==> src/rtl/mux_arb_pkg.sv <==
// Shared definitions for the mux_arb_n channel multiplexer/arbiter.
package mux_arb_pkg;

    localparam logic MODE_FIXED = 1'b0;
    localparam logic MODE_RR    = 1'b1;

    typedef enum logic [0:0] {
        IDLE   = 1'b0,
        LOCKED = 1'b1
    } lock_state_t;

endpackage

==> src/rtl/mux_arb_n_rr_arbiter.sv <==
// Round-robin grant: first requesting channel at or after ptr, wrapping.
// Purely combinational; the caller owns the pointer register.
module rr_arbiter #(
    parameter int NUM_CH = 4,
    parameter int SEL_W  = $clog2(NUM_CH)
) (
    input  logic [NUM_CH-1:0] req,
    input  logic [SEL_W-1:0]  ptr,
    output logic [NUM_CH-1:0] grant,
    output logic [SEL_W-1:0]  idx
);

    // Scan NUM_CH positions starting at ptr; the first hit wins.
    always_comb begin
        int  c;
        logic found;
        grant = '0;
        idx   = '0;
        found = 1'b0;
        c     = 0;
        for (int k = 0; k < NUM_CH; k++) begin
            c = int'(ptr) + k;
            if (c >= NUM_CH) begin
                c = c - NUM_CH;
            end
            if (!found && req[c]) begin
                found    = 1'b1;
                grant[c] = 1'b1;
                idx      = SEL_W'(c);
            end
        end
    end

endmodule

==> src/rtl/mux_arb_n.sv <==
// N-channel valid/ready multiplexer with a one-deep registered output.
// Fixed-select or round-robin arbitration.
// Optional packet lock: define MUX_ARB_N_LOCK_EN to add in_last/out_last
// and hold the grant on one channel until its last beat.
//
//   state  | meaning
//   IDLE   | per-beat arbitration (fixed select or round-robin)
//   LOCKED | grant pinned to lock_ch_q until a beat with in_last=1 transfers
module mux_arb_n
    import mux_arb_pkg::*;
#(
    parameter int NUM_CH = 4,
    parameter int DATA_W = 8,
    parameter int SEL_W  = $clog2(NUM_CH)
) (
    input  logic                       clk,
    input  logic                       rst,
    input  logic                       mode,
    input  logic [SEL_W-1:0]           sel,
    input  logic [NUM_CH-1:0]          in_valid,
    input  logic [NUM_CH*DATA_W-1:0]   in_data,
    output logic [NUM_CH-1:0]          in_ready,
    input  logic                       out_ready,
`ifdef MUX_ARB_N_LOCK_EN
    input  logic [NUM_CH-1:0]          in_last,
    output logic                       out_last,
`endif
    output logic                       out_valid,
    output logic [DATA_W-1:0]          out_data,
    output logic [SEL_W-1:0]           out_ch
);

    logic                out_valid_q, out_valid_d;
    logic [DATA_W-1:0]   out_data_q,  out_data_d;
    logic [SEL_W-1:0]    out_ch_q,    out_ch_d;
    logic [SEL_W-1:0]    rr_ptr_q,    rr_ptr_d;

    logic                free;
    logic                xfer;
    logic                lock_active;
    logic                pkt_end;
    logic [NUM_CH-1:0]   locked_vec;
    logic [SEL_W-1:0]    locked_idx;
    logic [NUM_CH-1:0]   rr_grant;
    logic [SEL_W-1:0]    rr_idx;
    logic [NUM_CH-1:0]   grant_vec;
    logic [SEL_W-1:0]    grant_idx;
    logic [DATA_W-1:0]   mux_data;
    logic [SEL_W-1:0]    ptr_next;

    assign free = !out_valid_q || out_ready;

    rr_arbiter #(
        .NUM_CH (NUM_CH),
        .SEL_W  (SEL_W)
    ) u_rr (
        .req   (in_valid),
        .ptr   (rr_ptr_q),
        .grant (rr_grant),
        .idx   (rr_idx)
    );

    // Grant selection: a held lock overrides mode; out-of-range sel grants nothing.
    always_comb begin
        grant_vec = '0;
        grant_idx = '0;
        if (lock_active) begin
            grant_vec = locked_vec;
            grant_idx = locked_idx;
        end else if (mode == MODE_RR) begin
            grant_vec = rr_grant;
            grant_idx = rr_idx;
        end else if (int'(sel) < NUM_CH) begin
            grant_vec = NUM_CH'(1) << sel;
            grant_idx = sel;
        end
    end

    assign in_ready = (rst || !free) ? '0 : grant_vec;
    assign xfer     = |(in_valid & in_ready);

    // Data mux driven by the one-hot grant so no index can run past NUM_CH.
    always_comb begin
        mux_data = '0;
        for (int i = 0; i < NUM_CH; i++) begin
            if (grant_vec[i]) begin
                mux_data = in_data[i*DATA_W +: DATA_W];
            end
        end
    end

    assign ptr_next = (int'(grant_idx) == NUM_CH - 1) ? '0 : grant_idx + SEL_W'(1);

    // Output register and round-robin pointer next-state.
    always_comb begin
        out_valid_d = out_valid_q;
        out_data_d  = out_data_q;
        out_ch_d    = out_ch_q;
        rr_ptr_d    = rr_ptr_q;
        if (free) begin
            out_valid_d = xfer;
            if (xfer) begin
                out_data_d = mux_data;
                out_ch_d   = grant_idx;
            end
        end
        if (xfer && mode == MODE_RR && pkt_end) begin
            rr_ptr_d = ptr_next;
        end
    end

    // State update; reset drops any held beat.
    always_ff @(posedge clk) begin
        if (rst) begin
            out_valid_q <= 1'b0;
            out_data_q  <= '0;
            out_ch_q    <= '0;
            rr_ptr_q    <= '0;
        end else begin
            out_valid_q <= out_valid_d;
            out_data_q  <= out_data_d;
            out_ch_q    <= out_ch_d;
            rr_ptr_q    <= rr_ptr_d;
        end
    end

    assign out_valid = out_valid_q;
    assign out_data  = out_data_q;
    assign out_ch    = out_ch_q;

`ifdef MUX_ARB_N_LOCK_EN
    lock_state_t       lock_q,     lock_d;
    logic [SEL_W-1:0]  lock_ch_q,  lock_ch_d;
    logic              out_last_q, out_last_d;
    logic              last_bit;

    assign last_bit    = |(in_last & grant_vec);
    assign lock_active = (lock_q == LOCKED);
    assign pkt_end     = last_bit;
    assign locked_vec  = NUM_CH'(1) << lock_ch_q;
    assign locked_idx  = lock_ch_q;

    // Lock FSM: a non-last beat opens a packet, a last beat closes it.
    always_comb begin
        lock_d     = lock_q;
        lock_ch_d  = lock_ch_q;
        out_last_d = out_last_q;
        if (free) begin
            out_last_d = xfer && last_bit;
        end
        if (xfer) begin
            if (lock_q == IDLE && !last_bit) begin
                lock_d    = LOCKED;
                lock_ch_d = grant_idx;
            end else if (lock_q == LOCKED && last_bit) begin
                lock_d = IDLE;
            end
        end
    end

    // Lock state registers.
    always_ff @(posedge clk) begin
        if (rst) begin
            lock_q     <= IDLE;
            lock_ch_q  <= '0;
            out_last_q <= 1'b0;
        end else begin
            lock_q     <= lock_d;
            lock_ch_q  <= lock_ch_d;
            out_last_q <= out_last_d;
        end
    end

    assign out_last = out_last_q;
`else
    assign lock_active = 1'b0;
    assign pkt_end     = 1'b1;
    assign locked_vec  = '0;
    assign locked_idx  = '0;
`endif

endmodule

==> config.mk <==
export PLATFORM = sky130hd
export DESIGN_NAME = mux_arb_n
export DESIGN_NICKNAME = d
export VERILOG_FILES = /design/src/rtl/mux_arb_pkg.sv /design/src/rtl/mux_arb_n_rr_arbiter.sv /design/src/rtl/mux_arb_n.sv
export SDC_FILE = /design/constraint.sdc
export NUM_CORES = 1
export LEC_CHECK = 0
export BUFFER_PORTS_ARGS = -buffer_cell sky130_fd_sc_hd__buf_2
export CORE_AREA = 2 2 56 58
export DETAILED_ROUTE_END_ITERATION = 16
export DIE_AREA = 0 0 58 60
export GPL_TIMING_DRIVEN = 0
export PLACE_DENSITY = 0.85
export SETUP_SLACK_MARGIN = 0.4
export SYNTH_ARGS = -nofsm -noshare
export SYNTH_HDL_FRONTEND = slang
export SYNTH_SLANG_ARGS = --single-unit
export TNS_END_PERCENT = 20
==> constraint.sdc <==
create_clock -name clk -period 6.1 [get_ports clk]
set_clock_uncertainty 0.1 [all_clocks]
set_input_delay 0.61 -clock clk [delete_from_list [all_inputs] [get_ports clk]]
set_output_delay 0.61 -clock clk [all_outputs]
set_load 0.02 [all_outputs]
==> results of run 1 <==
==> cell type report <==
cell class	instances	area share
multi-input combinational	139	0.6008
timing repair buffer	55	0.1519
sequential	13	0.1436
buffer	12	0.04351
inverter	11	0.02279
tap	33	0.02279
clock buffer	4	0.01450
==> per-layer routing <==
| metal | share of wire | track usage |
|---|---|---|
| met1 | 0.42 | 0.3009 |
| met2 | 0.51 | 0.4578 |
| met3 | 0.059 | 0.03247 |
| met4 | 0.0095 | 0.05316 |
| met5 | 0 | 0 |
==> layout by cell type, fill, tap and decap left out, types with 2 or more instances in the layout <==
master and n:
o311ai_1 2, mux2_2 3, o21a_1 2, inv_1 11
and2_1 2, clkbuf_1 3, buf_6 3, a21oi_1 5
a311oi_2 3, o41ai_1 8, buf_2 61, mux2i_1 3
nand2b_1 6, nor2b_1 4, o21ai_0 6, dfxtp_1 13
a31oi_1 3, nor2_1 17, ha_1 5, nand3b_1 12
nor3_1 12, clkbuf_4 3, o311a_1 2, a221oi_1 8
mux4_2 4, o21ai_1 3, o31ai_2 2, nand2_1 6
==> registers in the layout, indices dropped and copies added (netlist names) <==
name and count:
out_data 8, rr_ptr_q 2, out_ch 2, out_valid 1
==> final timing paths <==
check / startpoint / endpoint / depth (start not counted)
worst max-delay path: rr_ptr_q[0]$_SDFFE_PP0P_ / in_ready[1] / 9
worst min-delay path: out_ch[1]$_SDFFE_PP0P_ / out_ch[1]$_SDFFE_PP0P_ / 2
worst min register to register: out_ch[1]$_SDFFE_PP0P_ / out_ch[1]$_SDFFE_PP0P_ / 2
worst max register to register: rr_ptr_q[0]$_SDFFE_PP0P_ / out_data[0]$_SDFFE_PP0P_ / 10
==> logic make-up (layout without fill, tap and decap cells) <==
group	count (synthesis)	in the layout	share of synthesized area
AOI/OAI and AO/OA	56	56	0.3365
xor gates and xnor gates	1	1	0.005964
adders and majority gates	5	5	0.04259
buffers and inverters	23	82	0.08177
DFF	13	13	0.1772
muxes	10	10	0.1048
and+or+nand+nor	67	67	0.2513
==> through the flow <==
| stage | util | setup WS [ns] | std cells | power (W) |
|---|---|---|---|---|
| after floorplan | - | 2.695 | 175 | 0.0002476 |
| after global placement | 0.6151 | 2.308 | 263 | 0.0003008 |
| after detailed placement | 0.6151 | 2.285 | 263 | 0.0003037 |
| after CTS | 0.6241 | 1.984 | 267 | 0.0003567 |
| after global routing | 0.6241 | 1.750 | 267 | 0.0003839 |
| final | 0.6241 | 2.008 | 267 | 0.0003575 |
==> worst max-delay path, delay by kind of cell (launching register included) <==
kind,cells,cell delay [ns]
and+or+nand+nor,2,0.64
AOI/OAI and AO/OA,3,1.22
DFF,1,0.41
adders and majority gates,1,0.39
buffers and inverters,3,0.45
==> power groups by stage <==
| stage | combinational [W] | sequential (W) | clock (W) |
|---|---|---|---|
| floorplan | 0.000124 | 0.000124 | 0 |
| global placement | 0.000192 | 0.000109 | 0 |
| detailed placement | 0.000195 | 0.000109 | 0 |
| CTS | 0.000196 | 0.000107 | 0.0000534 |
| global route | 0.000216 | 0.000109 | 0.0000592 |
| finish | 0.000197 | 0.000107 | 0.0000531 |
==> flow_summary.json, run 1 <==
{
  "drt_iter0_drc": 54,
  "synth_edf_count": 0,
  "fin_tns_setup_ns": 0,
  "cts_setup_buffers": 0,
  "cts.root.buffer_cell": "clkbuf_4",
  "multiInputGateArea_um2": 1089,
  "wl_per_cell_um": 15.42,
  "n_fill_cell": 265,
  "fin_crit_sh": 0.6708,
  "max-cap-violations": 0,
  "fp.dieArea_um2": 3480,
  "holdWs_ns": 0.3903,
  "cts_sinks": 13,
  "wl_mm": 4.116,
  "power_frac_clock": 0.149,
  "gp_congestion": 0.8076,
  "power.density_nw_per_um2": 197.3,
  "cts_buffers": 3,
  "arrival_ns": 3.38,
  "syn_nets": 222,
  "drc": 0,
  "setup_viol": 0,
  "cts-resized-gates": 0,
  "grt_pass1_wl_mm": 6.810,
  "first_pass_iters": 4,
  "synth-async-reset-ratio": 0,
  "slew_viol_final": 0,
  "track_usage": 0.2460,
  "fin_crit_ns": 4.092,
  "holdCritPathClass": "flop to flop",
  "yosysTopAreaCell": "dfxtp_1",
  "finalHoldViolations": 0,
  "clk_latency_ns": 0.27,
  "synth_area_per_cell_um2": 8.394,
  "p_sw_frac": 0.4282,
  "yosysWarnings": 0,
  "ys.flop_type": "dfxtp_1",
  "place_area_um2": 1785,
  "required_ns": 5.39,
  "antennaDiodeCount": 0,
  "syn_inst": 175,
  "vias": 1679,
  "place_hpwl_mm": 3.254,
  "crit_slowest_cell": "a31oi_2",
  "fin_nets": 282,
  "seq_area_um2": 260.3,
  "max_slew_margin": 0.4962,
  "synth_cell_type_count": 49,
  "numPortBuffers": 55,
  "drive_gt1_frac": 0.3632,
  "synthTopCellsByCount": "17 x nor2_1, 13 x dfxtp_1, 12 x nand3b_1, 12 x nor3_1, 11 x inv_1",
  "internal_power_w": 0.0002044,
  "synth_area_leaders": "dfxtp_1 18%, mux4_2 6.1%, nand3b_1 6.1%",
  "peakVddDrop_uv": 185.0,
  "rsz0062_at_grt": "false",
  "grt_antenna_before_repair": 0,
  "pwr-share-comb": 0.551,
  "syn_area_um2": 1469,
  "fmax_ghz": 0.2444,
  "yosys.area.top_type_share": 0.1772,
  "start_kind": "flop",
  "outcome": "finished, final reports clean",
  "viasPerCell": 6.288,
  "power_leakage_nw": 0.7742,
  "ant_nets": 0,
  "ctsHoldBuffers": 0,
  "cp-end-kind": "output port",
  "htreeDepth": 1,
  "grt_pass1_vias": 1526,
  "tightest_slew_ns": 0.7512,
  "final_area_um2": 1812,
  "die_w_um": 58,
  "crit_chain": "buf_6 -> inv_1 -> ha_1 -> or3b_1 -> a2111oi_4 -> o21ai_0 -> a31oi_2 -> and2_1 -> buf_2",
  "yosysMostFrequentCell": "nor2_1",
  "core.rowCount": 20,
  "ioPinCount": 57,
  "r2r_slack_ns": 2.48,
  "ys_seq_elements": 13,
  "p_sw_w": 0.0001531,
  "critPathMaxStageDelay_ns": 0.51,
  "crit_fanout": 10,
  "cts_tree": "done",
  "grt_max_degree": 11,
  "clk_path_buf_depth": 2,
  "cts.clk_slew.worst_paths_ns": 0.08,
  "critical_path_class": "flop to output port",
  "initial_core_util": 0.5060,
  "fp.dieH_um": 60,
  "pwr-share-seq": 0.301,
  "coreArea_um2": 2903,
  "area_growth_pct": 23.34,
  "grt_remaining_overflow": 0,
  "yosysSeqAreaShare": 0.1772
}
No activity file was read; power rests on OpenSTA's default activity.
==> run 2, diff against run 1 <==
--- a/config.mk
+++ b/config.mk
@@ -6,11 +6,11 @@
 export NUM_CORES = 1
 export LEC_CHECK = 0
 export BUFFER_PORTS_ARGS = -buffer_cell sky130_fd_sc_hd__buf_2
-export CORE_AREA = 2 2 56 58
+export CORE_AREA = 2 2 61 63
 export DETAILED_ROUTE_END_ITERATION = 16
-export DIE_AREA = 0 0 58 60
+export DIE_AREA = 0 0 63 65
 export GPL_TIMING_DRIVEN = 0
-export PLACE_DENSITY = 0.85
+export PLACE_DENSITY = 0.77
 export SETUP_SLACK_MARGIN = 0.4
 export SYNTH_ARGS = -nofsm -noshare
 export SYNTH_HDL_FRONTEND = slang
==> constraint.sdc (replaced) <==
create_clock -name clk -period 3.4 [get_ports clk]
set_clock_uncertainty 0.1 [all_clocks]
set_input_delay 0.34 -clock clk [delete_from_list [all_inputs] [get_ports clk]]
set_output_delay 0.34 -clock clk [all_outputs]
set_load 0.02 [all_outputs]
==> flow_summary.json, run 2 (same netlist as run 1, synthesis figures left out) <==
{
  "gp_congestion": 0.8011,
  "coreArea_um2": 3496,
  "fmax_ghz": 0.3205,
  "start_kind": "flop",
  "fin_tns_setup_ns": 0,
  "wl_per_cell_um": 16.60,
  "ant_nets": 0,
  "required_ns": 2.96,
  "finalHoldViolations": 0,
  "wl_mm": 5.114,
  "arrival_ns": 2.68,
  "crit_fanout": 7,
  "peakVddDrop_uv": 194.7,
  "power.density_nw_per_um2": 344.3,
  "final_common_cell": "buf_2",
  "first_pass_iters": 4,
  "ioPinCount": 57,
  "cts.root.buffer_cell": "clkbuf_4",
  "die_w_um": 63,
  "tightest_slew_ns": 0.5637,
  "area_growth_pct": 53.07,
  "grt_pass1_wl_mm": 7.527,
  "max-cap-violations": 0,
  "viasPerCell": 5.945,
  "power_leakage_nw": 0.9687,
  "htreeDepth": 1,
  "fp.dieH_um": 65,
  "drc": 0,
  "fin_crit_ns": 3.120,
  "clk_path_buf_depth": 2,
  "place_hpwl_mm": 3.246,
  "fin_crit_sh": 0.9176,
  "largest_reg_flops": 8,
  "outcome": "finished, final reports clean",
  "cts_tree": "done",
  "fp.dieArea_um2": 4095,
  "drt_iter0_drc": 78,
  "slew_viol_final": 0,
  "holdCritPathClass": "primary input to flop",
  "grt_max_degree": 11,
  "ctsHoldBuffers": 0,
  "setup_viol": 0,
  "grt_antenna_before_repair": 0,
  "rsz0062_at_grt": "true",
  "critical_path_class": "flop to output port",
  "track_usage": 0.2260,
  "max_slew_margin": 0.6202,
  "core.rowCount": 22,
  "clk_latency_ns": 0.28,
  "grt_pass1_vias": 1654,
  "antennaDiodeCount": 0,
  "numPortBuffers": 55,
  "grt_remaining_overflow": 0,
  "fin_nets": 308,
  "drive_gt1_frac": 0.5115,
  "cp-end-kind": "output port",
  "initial_core_util": 0.4202,
  "cts.clk_slew.worst_paths_ns": 0.08,
  "cts_sinks": 13,
  "vias": 1831,
  "power_w": 0.0007741,
  "layout_common_cells": "58 x buf_2, 26 x buf_4, 16 x nor2_1",
  "cts_buffers": 3
}
## run 2: path summary, 6_finish.rpt
path | start | end | slack, ns | depth (start not counted)
worst max register to register | rr_ptr_q[0]$_SDFFE_PP0P_ | rr_ptr_q[0]$_SDFFE_PP0P_ | 0.35 | 12
worst min register to register | out_ch[1]$_SDFFE_PP0P_ | out_ch[1]$_SDFFE_PP0P_ | 0.39 | 2
worst max-delay path | rr_ptr_q[0]$_SDFFE_PP0P_ | in_ready[1] | 0.28 | 11
worst min-delay path | in_data[27] | out_data[3]$_SDFFE_PP0P_ | 0.25 | 3
## run 2: layout make-up
class,count,area (µm²)
repair buffers,81,484.2
flip-flops and latches,13,265.3
well taps,48,60.06
inverters,11,45.04
multi-input cells,139,1276
fillers,308,1247
clock buffers,4,26.28
plain buffers,12,91.34
## run 2: worst max-delay path: stages (launching register included)
cell and delay [ns]:
dfxtp_4 0.36, buf_6 0.10, clkinvlp_4 0.10, ha_4 0.25, buf_8 0.14, mux2i_2 0.16, mux2_4 0.31, a311oi_4 0.36
buf_4 0.19, a31oi_4 0.10, and2_4 0.21, buf_6 0.12
## run 2: layer usage
| layer | global-route usage | part of all wire | vias up |
|---|---|---|---|
| li1 | - | - | 859 |
| met1 | 0.2834 | 0.41 | 868 |
| met2 | 0.4043 | 0.50 | 91 |
| met3 | 0.03125 | 0.064 | 13 |
| met4 | 0.06111 | 0.021 | 0 |
| met5 | 0 | 0 | - |
## run 2: power breakdown
| part | leakage [nW] | switching, W | internal (W) |
|---|---|---|---|
| clock network | 0.0150 | 0.0000537 | 0.0000455 |
| logic | 0.845 | 0.000260 | 0.000222 |
| registers | 0.109 | 0.0000149 | 0.000178 |
| total | 0.969 | 0.000329 | 0.000446 |
## run 2: timing repair
item                       CTS  global route
pin swaps                   12            19
buffers inserted             9            16
cloned                       0             1
gates resized for setup     14            25
setup endpoints to repair   16            16
## run 2: stage by stage
stage / setup WS, ns / utilization / cells / hold slack (ns) / instance area (µm²)
2_1_floorplan: 0.4148 / - / 175 / 0.4195 / 1491
5_1_grt: 0.2150 / 0.6432 / 308 / 0.2579 / 2248
3_5_place_dp: -0.1739 / 0.5225 / 278 / 0.3630 / 1827
3_3_place_gp: -0.1463 / 0.5225 / 278 / 0.3656 / 1827
6_report: 0.2803 / 0.6432 / 308 / 0.2515 / 2248
4_1_cts: 0.2966 / 0.5719 / 291 / 0.2535 / 1999
